<file path="config.mk">
export PLATFORM = sky130hd
export DESIGN_NAME = traffic_lamp_monitor
export DESIGN_NICKNAME = d
export VERILOG_FILES = /design/src/rtl/traffic_lamp_monitor.sv
export SDC_FILE = /design/constraint.sdc
export NUM_CORES = 1
export LEC_CHECK = 0
export BUFFER_PORTS_ARGS = -buffer_cell sky130_fd_sc_hd__buf_2
export CAP_MARGIN = 20
export CORE_MARGIN = 2
export CORE_UTILIZATION = 49
export CTS_CLUSTER_SIZE = 10
export DETAILED_ROUTE_END_ITERATION = 8
export GPL_TIMING_DRIVEN = 0
export PLACE_DENSITY = 0.73
export SYNTH_ARGS = -nofsm -noshare
export SYNTH_HDL_FRONTEND = slang
export SYNTH_SLANG_ARGS = --single-unit
</file>
<file path="constraint.sdc">
create_clock -name clk -period 2.6 [get_ports clk]
set_clock_uncertainty 0.15 [all_clocks]
set_input_delay 0 -clock clk [delete_from_list [all_inputs] [get_ports clk]]
set_output_delay 0 -clock clk [all_outputs]
set_load 0.005 [all_outputs]
</file>
<file path="src/rtl/traffic_lamp_monitor.sv">
// Receive-side checker for the intersection lamp bus: decodes the car/walker
// lamp codes into a phase FSM, times each phase and latches the first fault.
module traffic_lamp_monitor #(
    parameter int YELLOW_LEN  = 2,
    parameter int STUCK_LIMIT = 40,
    parameter int CNT_W       = 16
) (
    input  logic             clk,
    input  logic             reset_n,
    input  logic             i_start,
    input  logic [3:0]       i_car_traffic,
    input  logic [1:0]       i_walker_traffic,
    input  logic             i_fault_clr,
    output logic [2:0]       o_phase,
    output logic [6:0]       o_phase_cnt,
    output logic             o_cycle_done,
    output logic [CNT_W-1:0] o_cycle_cnt,
    output logic             o_fault,
    output logic [2:0]       o_fault_code
);

    localparam logic [2:0] PH_IDLE  = 3'd0;
    localparam logic [2:0] PH_RED   = 3'd1;
    localparam logic [2:0] PH_GREEN = 3'd2;
    localparam logic [2:0] PH_Y1    = 3'd3;
    localparam logic [2:0] PH_LEFT  = 3'd4;
    localparam logic [2:0] PH_Y2    = 3'd5;

    localparam logic [3:0] CAR_RED  = 4'b1000;
    localparam logic [3:0] CAR_YEL  = 4'b0100;
    localparam logic [3:0] CAR_LEFT = 4'b0010;
    localparam logic [3:0] CAR_GRN  = 4'b0001;

    logic [2:0]       phase_q, phase_d;
    logic [6:0]       cnt_q, cnt_d, cnt_inc;
    logic             done_q, done_d;
    logic [CNT_W-1:0] cyc_q, cyc_d;
    logic             fault_q, fault_d;
    logic [2:0]       code_q, code_d;

    logic       illegal, conflict, bad_seq, yel_err, stuck;
    logic       same_code, seq_ok, is_yellow;
    logic [2:0] seq_phase, resync_phase, det_code;

    always_ff @(posedge clk) begin
        if (!reset_n) begin
            phase_q <= PH_IDLE;
            cnt_q   <= '0;
            done_q  <= 1'b0;
            cyc_q   <= '0;
            fault_q <= 1'b0;
            code_q  <= '0;
        end else begin
            phase_q <= phase_d;
            cnt_q   <= cnt_d;
            done_q  <= done_d;
            cyc_q   <= cyc_d;
            fault_q <= fault_d;
            code_q  <= code_d;
        end
    end

    // Next phase: hold while the code matches, follow the legal sequence,
    // otherwise resync to whatever the lamps show (yellow resyncs to Y1).
    always_comb begin
        illegal   = !(i_car_traffic inside {CAR_RED, CAR_YEL, CAR_LEFT, CAR_GRN})
                    || (i_walker_traffic == 2'b11);
        conflict  = (i_car_traffic != CAR_RED)
                    && (i_walker_traffic == 2'b01 || i_walker_traffic == 2'b00);
        is_yellow = (phase_q == PH_Y1) || (phase_q == PH_Y2);
        cnt_inc   = (cnt_q == 7'd127) ? cnt_q : cnt_q + 7'd1;

        case (i_car_traffic)
            CAR_RED:  resync_phase = PH_RED;
            CAR_GRN:  resync_phase = PH_GREEN;
            CAR_LEFT: resync_phase = PH_LEFT;
            default:  resync_phase = PH_Y1;
        endcase

        same_code = 1'b0;
        seq_ok    = 1'b0;
        seq_phase = resync_phase;
        case (phase_q)
            PH_IDLE:  seq_ok = (i_car_traffic == CAR_RED) || (i_car_traffic == CAR_GRN);
            PH_RED:   begin same_code = (i_car_traffic == CAR_RED);  seq_ok = (i_car_traffic == CAR_GRN);  seq_phase = PH_GREEN; end
            PH_GREEN: begin same_code = (i_car_traffic == CAR_GRN);  seq_ok = (i_car_traffic == CAR_YEL);  seq_phase = PH_Y1;    end
            PH_Y1:    begin same_code = (i_car_traffic == CAR_YEL);  seq_ok = (i_car_traffic == CAR_LEFT); seq_phase = PH_LEFT;  end
            PH_LEFT:  begin same_code = (i_car_traffic == CAR_LEFT); seq_ok = (i_car_traffic == CAR_YEL);  seq_phase = PH_Y2;    end
            PH_Y2:    begin same_code = (i_car_traffic == CAR_YEL);  seq_ok = (i_car_traffic == CAR_RED);  seq_phase = PH_RED;   end
            default:  seq_ok = 1'b0;
        endcase

        phase_d = phase_q;
        cnt_d   = cnt_q;
        done_d  = 1'b0;
        bad_seq = 1'b0;
        yel_err = 1'b0;
        stuck   = 1'b0;
        if (!i_start) begin
            phase_d = PH_IDLE;
            cnt_d   = '0;
        end else if (!illegal) begin
            if (same_code) begin
                cnt_d   = cnt_inc;
                yel_err = is_yellow && (int'(cnt_inc) == YELLOW_LEN + 1);
                stuck   = (int'(cnt_inc) == STUCK_LIMIT + 1);
            end else begin
                phase_d = seq_ok ? seq_phase : resync_phase;
                cnt_d   = 7'd1;
                bad_seq = !seq_ok;
                yel_err = is_yellow && (int'(cnt_q) < YELLOW_LEN);
                done_d  = (phase_q == PH_Y2) && seq_ok;
            end
        end
    end

    // Fault latch: lowest code wins within a sample; a fresh detection
    // overrides a simultaneous clear. Everything is held while disabled.
    always_comb begin
        det_code = 3'd0;
        if (i_start) begin
            if (illegal)       det_code = 3'd1;
            else if (conflict) det_code = 3'd2;
            else if (bad_seq)  det_code = 3'd3;
            else if (yel_err)  det_code = 3'd4;
            else if (stuck)    det_code = 3'd5;
        end

        fault_d = fault_q;
        code_d  = code_q;
        if (i_start && i_fault_clr) begin
            fault_d = (det_code != 3'd0);
            code_d  = det_code;
        end else if (!fault_q && det_code != 3'd0) begin
            fault_d = 1'b1;
            code_d  = det_code;
        end

        cyc_d = cyc_q + CNT_W'(done_d);

        o_phase      = phase_q;
        o_phase_cnt  = cnt_q;
        o_cycle_done = done_q;
        o_cycle_cnt  = cyc_q;
        o_fault      = fault_q;
        o_fault_code = code_q;
    end

endmodule

</file>
==> run summary, run 1 <==
Fill cells - 320
Inst Count DP - 317
Layout cells sized above 1 - 29.3%
Final setup viols - 7
MaxCap Viol Count - 0
Gate Count Post-Synth - 234
FF+latch area - 627 um2
Avg WL per Cell - 13.4 um
CTS tree - yes
Critical Path Start - o_phase[2]
Post-route insts no fill - 335
CP max stage cell - or4_1
Later-pin clock latency in the skew report - 0.28 ns
Syn nets - 249
Synth top area cells - dfxtp_1, xor2_1, nor2_1
Clock Tree Root - clkbuf_8
TritonCTS Sinks - 31
Seq/Total Area, Yosys - 32.4%
Die span in y - 66.5 um
Post-synth top cells - dfxtp_1, nor2_1, nand2_1
Hold Worst Slack - 0.0337 ns
Num CTS Buffers - 5
Top-area cell type share of the netlist area - 32.4%
Placed Area - 0.00222 mm2
Pre-antenna DRT Iters - 4
Rows - 22
Max Freq - 0.374 GHz
CP Buf/Inv Count - 0
Maximum fanout along the worst path - 6
Total power - 1.05 mW
Diode count - 0
Total track usage - 20.6%
Worst min-delay path class - in2reg
Multi-input logic area - 0.00132 mm2
Synth warn - 0
Setup WS pre-CTS - -0.198 ns
CP endpoint kind - flip-flop
DIE WIDTH - 66.5 um
Final setup margin - -0.0746 ns
Number of global-route vias before repair - 1641
PwrDens - 423 mW/mm2
Post-synth EDFFs - 0
Initial Utilization - 51.5%
Failing checks - negative setup slack
Post-synth top flop - dfxtp_1
RSZ-0062 raised after global routing - yes
Post-Layout Inst Area - 0.00248 mm2
Unique masters post-synth - 51
Final layout net count - 301
Crit path kind - reg2reg
Family with the most delay on the worst path - simple AND/OR/NAND/NOR gates
First-pass GRT wire length - 7080 um
Crit start category - flip-flop
Minimum clock period - 2.67 ns
HPWL Detailed - 3150 um
Worst-path cell chain - ha_4 -> or3b_1 -> or4_1 -> o311a_4 -> nor3_4 -> ha_2 -> ha_4 -> and2_4 -> nand2_4 -> nor2_2 -> xnor2_1 -> nor2_1
IO Pins - 41
#FFs+latches synth - 31
Final period util - 103%
Final hold vios - 0
Crit-path max cell delay - 0.42 ns
WP data required - 2.61 ns
Initial antenna violation count - 0
RePlAce Congestion - 0.815
Critical Path Most Common Cell - ha_4
Worst Tran Pin Value - 0.545 ns
RR Startpoint - o_phase[2]
Worst Hold Launch - i_car_traffic[0]
Crit path DAT - 2.68 ns
DR DRC count - 0
Core region area - 0.00372 mm2
Number of buffers added on ports - 35
Slew HR - 63.2%
Largest net degree at the start of global routing - 11
Remaining antenna violation count - 0
Avg Cell Area, Syn - 8.19 um2
Via count - 1874
Initial DRC count - 84
Die area - 0.00443 mm2
Via density - 5.59
Maximum VDD drop - 210 uV
Final core occ - 66.7%
Status - complete, but fails checks
Final Max Tran Viols - 0
H-tree depth - 2
Count leader, synth - dfxtp_1
Maximum buffer depth of the clock tree - 2
Routed wire length - 4470 um
Clock transition at path regs - 0.06 ns
Remaining Overflow, GRT - 0
P_leak - 1.03 nW
Synth async-reset ratio - 0%
Cell Area, Synth - 0.00192 mm2
Yosys top cell by area - dfxtp_1
Aggregate negative setup slack - -0.245 ns
Layout area overhead - 29.5%
where the power goes:
| part | internal (mW) | switching, mW | total, mW |
|---|---|---|---|
| Sequential | 0.479 | 0.00656 | 0.486 |
| Combinational | 0.0489 | 0.0649 | 0.114 |
| Clock | 0.271 | 0.177 | 0.448 |
logic make-up after synthesis:
| kind of cell | after synthesis | share of synthesized area (%) |
|---|---|---|
| AND/OR/NAND/NOR | 108 | 31.7 |
| AO/OA/AOI/OAI | 48 | 18.2 |
| buffers and inverters | 22 | 4.83 |
| flip-flops | 31 | 32.4 |
| multiplexers | 3 | 1.83 |
| XOR/XNOR | 17 | 7.77 |
| adder cells (fa/ha/maj) | 5 | 3.27 |
cell type report:
class	count	share of cell area, %
clock inverters	1	0.202
plain buffers	15	2.72
well taps	48	2.42
repair buffers	46	11.0
flip-flops and latches	31	25.3
clock buffers	7	4.34
multi-input cells	181	53.1
inverters	6	0.908
state kept, by name, indices dropped and copies added (netlist names):
| name | flops |
|---|---|
| o_cycle_cnt | 16 |
| o_cycle_done | 1 |
| o_fault | 1 |
| o_fault_code | 3 |
| o_phase | 3 |
| o_phase_cnt | 7 |
final timing paths:
| check | endpoint | slack [ns] | cells past startpoint |
|---|---|---|---|
| max | o_cycle_cnt[6] | -0.07 | 12 |
| min | o_phase[2] | 0.03 | 4 |
| max reg2reg | o_cycle_cnt[6] | -0.07 | 12 |
| min reg2reg | o_fault_code[1] | 0.33 | 2 |
what timing repair did:
item | CTS | global route
setup endpoints to repair | 13 | 17
pin swaps | 5 | 9
gates resized for setup | 2 | 18
setup buffers | 5 | 3
hold endpoints to repair | 6 | 0
hold buffers | 3 | 0
layer usage:
metal | track usage (%) | vias to the layer above | wire [um]
met3 | 4.39 | 7 | 205
met2 | 34.3 | 41 | 2090
met1 | 25.4 | 861 | 2120
li1 | - | 965 | -
met5 | 0 | - | 0
met4 | 9.44 | 0 | 59
cell usage in the layout, fill, tap and decap left out, drive strengths merged, types with 4 or more instances in the layout:
master	Yosys	final
xnor2	4	4
nand3	11	11
inv	6	6
a21oi	9	9
buf	4	47
nand2	20	20
o21ai	8	8
clkbuf	12	18
nor2	27	27
and2	6	6
a41oi	4	4
nor4b	4	4
dfxtp	31	31
nor4bb	4	4
xor2	13	13
ha	5	5
and4	4	4
nor3	7	7
nand4	9	9
worst min-delay path: stages:
cell and delay, ns:
buf_4 0.13, nor3b_1 0.07, a22oi_1 0.17, nor2_1 0.06
Note: power is estimated with default switching activity, not from simulation.
==> run 2, diff against run 1 <==
--- a/config.mk
+++ b/config.mk
@@ -13,6 +13,7 @@
 export DETAILED_ROUTE_END_ITERATION = 8
 export GPL_TIMING_DRIVEN = 0
 export PLACE_DENSITY = 0.73
+export RECOVER_POWER = 25
 export SYNTH_ARGS = -nofsm -noshare
 export SYNTH_HDL_FRONTEND = slang
 export SYNTH_SLANG_ARGS = --single-unit
==> constraint.sdc (replaced) <==
create_clock -name clk -period 2.6 [get_ports clk]
set_clock_uncertainty 0.15 [all_clocks]
set_input_delay 0.13 -clock clk [delete_from_list [all_inputs] [get_ports clk]]
set_output_delay 0.13 -clock clk [all_outputs]
set_load 0.005 [all_outputs]
==> run 2 against run 1 <==
Net effect:
- the flow still finishes with violations (negative setup slack)
- design area decreased by 1.4%
- combinational power decreased by 4%
- setup slack about the same
- maximum frequency about the same
- utilization decreased by 0.91 points
- non-clock buffer count decreased by 3
- register-to-register slack about the same
- hold slack improved by 0.052 ns
- flip-flop and latch count unchanged
- first-iteration DRC count decreased by 27%
- sequential power about the same
- total power decreased by 0.18%
- largest cell class unchanged
==> run summary, run 2 (synthesis results as in run 1) <==
Worst Tran Pin Value - 0.539 ns (-0.00625 ns)
Core region area - 0.00372 mm2 (unchanged)
Aggregate negative setup slack - -0.259 ns (-0.0140 ns)
Fill cells - 326 (+1.9%)
RePlAce Congestion - 0.815 (unchanged)
Commonest cells after routing, fill and taps aside - buf_2, dfxtp_1, nor2_1, nand2_1, xor2_1
Final setup margin - -0.0742 ns (+0.000414 ns)
Via density - 5.58 (-0.17%)
First-pass GRT wire length - 7070 um (about the same)
Clock network power share - 43.0% (+0.2 points)
Via count - 1854 (-1.1%)
Diode count - 0 (unchanged)
Pre-antenna DRT Iters - 4 (unchanged)
Max Freq - 0.374 GHz (about the same)
Later-pin clock latency in the skew report - 0.28 ns (about the same)
Worst R2R Path Depth - 12 (unchanged)
Hold Worst Slack - 0.0854 ns (+0.0517 ns)
Seq pwr share - 46.5% (about the same)
Final layout net count - 298 (-1.0%)
WP data required - 2.61 ns (about the same)
Maximum VDD drop - 211 uV (+0.33%)
Crit. path cell count - 12 (unchanged)
Critical Path Most Common Cell - ha_4
Clock transition at path regs - 0.06 ns (about the same)
DIE WIDTH - 66.5 um (unchanged)
Final period util - 103% (about the same)
MaxCap Viol Count - 0 (unchanged)
Final setup viols - 7 (unchanged)
Hold Path Stages - 2 (-2)
Routed wire length - 4490 um (+0.45%)
Layout cells sized above 1 - 28.5% (-0.75 points)
Max FFs per register - 16 (unchanged)
Rows - 22 (unchanged)
CP Buf/Inv Count - 0 (unchanged)
Layout area overhead - 27.7%
Number of buffers added on ports - 35 (unchanged)
Remaining antenna violation count - 0 (unchanged)
Crit start category - flip-flop
H-tree depth - 2 (unchanged)
PwrDens - 428 mW/mm2 (+1.2%)
Crit path DAT - 2.68 ns (about the same)
Maximum fanout along the worst path - 6 (unchanged)
CP endpoint kind - flip-flop
Slew HR - 63.6% (+0.42 points)
Crit-path max cell delay - 0.42 ns (about the same)
HPWL Detailed - 3150 um (unchanged)
Worst-path cell chain - ha_4 -> or3b_1 -> or4_1 -> o311a_4 -> nor3_4 -> ha_2 -> ha_4 -> and2_4 -> nand2_4 -> nor2_2 -> xnor2_1 -> nor2_1
Internal - 796 uW (-0.38%)
Commonest non-fill, non-tap cell in the layout - buf_2
Status - complete, but fails checks
Total power - 1.05 mW (-0.18%)
Number of global-route vias before repair - 1635 (-0.37%)
Largest net degree at the start of global routing - 11 (unchanged)
Initial DRC count - 61 (-27%)
Failing checks - negative setup slack
P_leak - 1.00 nW (-2.5%)
Total track usage - 20.7% (+0.035 points)
Num CTS Buffers - 5 (unchanged)
Switching power of the nets - 250 uW (+0.46%)
CP max stage cell - or4_1
Family with the most delay on the worst path - simple AND/OR/NAND/NOR gates
Switching portion of total power - 23.9% (+0.15 points)
Avg WL per Cell - 13.5 um (+1.4%)
Worst min-delay path class - in2reg
RSZ-0062 raised after global routing - yes
Initial Utilization - 51.5% (unchanged)
Initial antenna violation count - 0 (unchanged)
IO Pins - 41 (unchanged)
TritonCTS Sinks - 31 (unchanged)
DR DRC count - 0 (unchanged)
Comb pwr share - 10.5% (-0.4 points)
Clock Tree Root - clkbuf_8
Setup WS pre-CTS - -0.317 ns (-0.119 ns)
CTS hold repair buffers - 0 (-3)
Die area - 0.00443 mm2 (unchanged)
Minimum clock period - 2.67 ns (-0.000414 ns)
Maximum buffer depth of the clock tree - 2 (unchanged)
Final Max Tran Viols - 0 (unchanged)
CTS tree - yes
Die span in y - 66.5 um (unchanged)
Remaining Overflow, GRT - 0 (unchanged)
Final hold vios - 0 (unchanged)
Crit path kind - reg2reg
[run 2: changes by cell type in the layout (fill, tap and decap cells not counted)]
cell           before  now
clkbuf_1           10   12
clkbuf_2            1    2
buf_1               0    1
buf_2              37   33
dlygate4sd3_1       3    0
[run 2: metal layers]
layer	up-vias	GRT usage [%]	wire, um
li1	962	-	-
met1	848	25.2	2150
met2	37	34.6	2100
met3	7	4.39	182
met4	0	9.44	59
met5	-	0	0
[run 2: final timing paths]
kind	start	end	slack, ns
max	o_phase[2]	o_cycle_cnt[6]	-0.07
min	reset_n	o_fault	0.09
max reg2reg	o_phase[2]	o_cycle_cnt[6]	-0.07
min reg2reg	o_fault_code[1]	o_fault_code[1]	0.34
[run 2: cell type report]
class | instances | area [um2] | share of cell area, %
multi-input combinational | 181 | 1320 | 53.9
buffer | 15 | 68.8 | 2.81
sequential | 31 | 627 | 25.6
clock buffer | 7 | 108 | 4.40
tap | 48 | 60.1 | 2.46
timing repair buffer | 43 | 238 | 9.72
inverter | 6 | 22.5 | 0.921
clock inverter | 1 | 5.00 | 0.205
[run 2: power by group through the flow]
stage	clock network, mW	logic [mW]	registers [mW]
6_report	0.450	0.110	0.486
5_1_grt	0.480	0.119	0.486
4_1_cts	0.466	0.102	0.485
3_5_place_dp	0	0.101	0.496
3_3_place_gp	0	0.100	0.496
2_1_floorplan	0	0.0735	0.495
[run 2: repair_timing]
item / in CTS / in global routing
endpoints found under the setup margin: 13 / 17
resized for setup: 2 / 20
buffers inserted: 5 / 3
hold endpoints to repair: 0 / 0
pin swaps: 5 / 9
[run 2: metrics by stage]
| stage | std cells | instance area [um2] | utilization [%] |
|---|---|---|---|
| 6_report | 332 | 2450 | 65.8 |
| 5_1_grt | 332 | 2450 | 65.8 |
| 4_1_cts | 329 | 2360 | 63.6 |
| 3_5_place_dp | 317 | 2220 | 59.6 |
| 3_3_place_gp | 317 | 2220 | 59.6 |
| 2_1_floorplan | 234 | 1980 | - |
==> run 3, diff against run 2 <==
--- a/config.mk
+++ b/config.mk
@@ -8,11 +8,11 @@
 export BUFFER_PORTS_ARGS = -buffer_cell sky130_fd_sc_hd__buf_2
 export CAP_MARGIN = 20
 export CORE_MARGIN = 2
-export CORE_UTILIZATION = 49
+export CORE_UTILIZATION = 54
 export CTS_CLUSTER_SIZE = 10
 export DETAILED_ROUTE_END_ITERATION = 8
 export GPL_TIMING_DRIVEN = 0
-export PLACE_DENSITY = 0.73
+export PLACE_DENSITY = 0.76
 export RECOVER_POWER = 25
 export SYNTH_ARGS = -nofsm -noshare
 export SYNTH_HDL_FRONTEND = slang
==> constraint.sdc (replaced) <==
create_clock -name clk -period 2.8 [get_ports clk]
set_clock_uncertainty 0.15 [all_clocks]
set_input_delay 0.14 -clock clk [delete_from_list [all_inputs] [get_ports clk]]
set_output_delay 0.14 -clock clk [all_outputs]
set_load 0.005 [all_outputs]
==> run 3 against run 2 <==
Net effect:
- the flow now finishes without violations
- maximum frequency decreased by 4.1%
- sequential share of layout area increased by 0.89 points
- register-to-register slack gained 0.09 ns
- final cell count decreased by 1.5%
- flip-flop and latch count stayed put
- first-iteration DRC count increased by 92%
- sequential power is 7.6% lower
- global-route usage increased by 2.8 points
- hold slack worse by 0.054 ns
- critical path depth down 1
- via count grew 2.4%
- largest power group unchanged
==> run summary, run 3 (synthesis results as in run 1) <==
Status - complete, no violations
Slew HR - 56.6% (-7.0 points)
CP max stage cell - or4_4
Final setup margin - 0.0112 ns (+0.0854 ns)
HPWL Detailed - 3150 um (about the same)
Number of buffers added on ports - 35 (unchanged)
Hold Worst Slack - 0.0317 ns (-0.0536 ns)
Via density - 5.80 (+3.9%)
Final hold vios - 0 (unchanged)
Comb pwr share - 10.8% (+0.3 points)
Worst-path cell chain - ha_4 -> or3b_1 -> or4_4 -> o311a_4 -> nor3_4 -> ha_2 -> ha_4 -> and2_4 -> nand3_1 -> xor2_1 -> nor2_1
RePlAce Congestion - 0.832 (+2.1%)
Switching power of the nets - 230 uW (-7.8%)
Final setup viols - 0 (-7)
Switching portion of total power - 24.9% (+1.0 points)
Later-pin clock latency in the skew report - 0.35 ns (+0.07 ns)
Remaining Overflow, GRT - 0 (unchanged)
Post-route insts no fill - 327 (-1.5%)
Clock transition at path regs - 0.11 ns (+0.05 ns)
Number of global-route vias before repair - 1699 (+3.9%)
Crit path DAT - 2.86 ns (+0.18 ns)
Maximum buffer depth of the clock tree - 2 (unchanged)
Num CTS Buffers - 5 (unchanged)
Internal - 695 uW (-13%)
Die span in y - 63.6 um (-4.5%)
Remaining antenna violation count - 0 (unchanged)
Final Max Tran Viols - 0 (unchanged)
Commonest non-fill, non-tap cell in the layout - buf_2
CP Buf/Inv Count - 0 (unchanged)
Critical Path Most Common Cell - ha_4
Via count - 1898 (+2.4%)
Inst Count DP - 315 (-0.63%)
Crit start category - flip-flop
CTS hold repair buffers - 0 (unchanged)
Minimum clock period - 2.79 ns (+0.115 ns)
Final period util - 99.6% (-3.3 points)
CTS tree - yes
Setup WS pre-CTS - -0.254 ns (+0.0633 ns)
Initial Utilization - 57.0% (+5.4 points)
Total track usage - 23.4% (+2.8 points)
Routed wire length - 4590 um (+2.1%)
Max Freq - 0.359 GHz (-4.1%)
H-tree depth - 2 (unchanged)
PwrDens - 391 mW/mm2 (-8.6%)
Crit path kind - reg2reg
Aggregate negative setup slack - 0 ns (+0.259 ns)
Rows - 21 (-4.5%)
Max FFs per register - 16 (unchanged)
MaxCap Viol Count - 0 (unchanged)
Maximum VDD drop - 389 uV (+85%)
Largest net degree at the start of global routing - 11 (unchanged)
Crit-path max cell delay - 0.49 ns (+0.07 ns)
DR DRC count - 0 (unchanged)
Fill cells - 289 (-11%)
Avg WL per Cell - 14.0 um (+3.7%)
Final layout net count - 295 (-1.0%)
Maximum fanout along the worst path - 5 (-1)
Layout area overhead - 23.6%
DIE WIDTH - 63.6 um (-4.5%)
Family with the most delay on the worst path - simple AND/OR/NAND/NOR gates
Worst min-delay path class - in2reg
Worst Tran Pin Value - 0.650 ns (+0.111 ns)
Clock network power share - 40.7% (-2.3 points)
Commonest cells after routing, fill and taps aside - buf_2, dfxtp_1, nor2_1, nand2_1, clkbuf_1
First-pass GRT wire length - 7530 um (+6.5%)
Seq pwr share - 48.6% (+2.1 points)
P_leak - 0.958 nW (-4.6%)
Pre-antenna DRT Iters - 4 (unchanged)
Layout cells sized above 1 - 24.9% (-3.6 points)
Diode count - 0 (unchanged)
TritonCTS Sinks - 31 (unchanged)
Clock Tree Root - clkbuf_4
RSZ-0062 raised after global routing - yes
Die area - 0.00404 mm2 (-8.7%)
IO Pins - 41 (unchanged)
WP data required - 2.87 ns (+0.26 ns)
Initial antenna violation count - 0 (unchanged)
CP endpoint kind - flip-flop
Initial DRC count - 117 (+92%)
Core region area - 0.00336 mm2 (-9.5%)
==> run 3: cell types whose count changed in the layout (fill, tap and decap cells not counted), moves of 2 or more <==
cell      delta
nand2_1      +3
clkbuf_4     +5
buf_2        -2
clkbuf_2     -2
clkbuf_1     +4
nand2_2      -3
clkbuf_8     -5
dfxtp_2      -2
==> run 3: final timing paths <==
path | start | end | slack, ns | depth (start not counted)
min | reset_n | o_fault | 0.03 | 2
max | o_phase[2] | o_cycle_cnt[10] | 0.01 | 11
min reg2reg | o_fault_code[1] | o_fault_code[1] | 0.34 | 2
max reg2reg | o_phase[2] | o_cycle_cnt[10] | 0.01 | 11
==> run 3: layout make-up <==
cell class / instances / area (um2) / area share, %
multi-input combinational: 181 / 1290 / 54.7
tap: 46 / 57.6 / 2.43
buffer: 15 / 68.8 / 2.91
clock inverter: 2 / 35.0 / 1.48
clock buffer: 6 / 51.3 / 2.17
inverter: 6 / 22.5 / 0.951
sequential: 31 / 628 / 26.5
timing repair buffer: 40 / 210 / 8.87
==> run 3: worst register-to-register path, delay by kind of cell, from the launching register on <==
| family | cells | cell delay, ns |
|---|---|---|
| flip-flops | 1 | 0.38 |
| XOR/XNOR | 1 | 0.16 |
| AO/OA/AOI/OAI | 1 | 0.17 |
| AND/OR/NAND/NOR | 6 | 1.30 |
| adder cells (fa/ha/maj) | 3 | 0.52 |
==> run 3: through the flow <==
stage / total power, mW / utilization [%] / cell area [um2]
5_1_grt: 0.964 / 70.4 / 2370
3_5_place_dp: 0.554 / 64.0 / 2150
3_3_place_gp: 0.552 / 64.0 / 2150
6_report: 0.926 / 70.4 / 2370
2_1_floorplan: 0.528 / - / 1920
4_1_cts: 0.933 / 69.7 / 2340
==> run 3: power by group through the flow <==
stage | Sequential, mW | Clock (mW) | Combinational, mW
6_report | 0.449 | 0.376 | 0.0999
3_5_place_dp | 0.461 | 0 | 0.0924
5_1_grt | 0.450 | 0.404 | 0.110
2_1_floorplan | 0.461 | 0 | 0.0671
3_3_place_gp | 0.461 | 0 | 0.0914
4_1_cts | 0.449 | 0.386 | 0.0980
==> run 3: what timing repair did <==
| action | 4_1_cts | 5_1_grt |
|---|---|---|
| gates resized for setup | 18 | 7 |
| pin swaps | 5 | 1 |
| endpoints found under the setup margin | 13 | 14 |
| cloned | 0 | 0 |
| buffers inserted | 4 | 1 |
==> run 3: per-layer routing <==
| metal | vias up | track usage, % | routed length (um) |
|---|---|---|---|
| met4 | 0 | 8.70 | 68 |
| met1 | 886 | 28.1 | 2020 |
| met5 | - | 0 | 0 |
| met3 | 9 | 6.07 | 226 |
| met2 | 46 | 40.0 | 2270 |
| li1 | 957 | - | - |
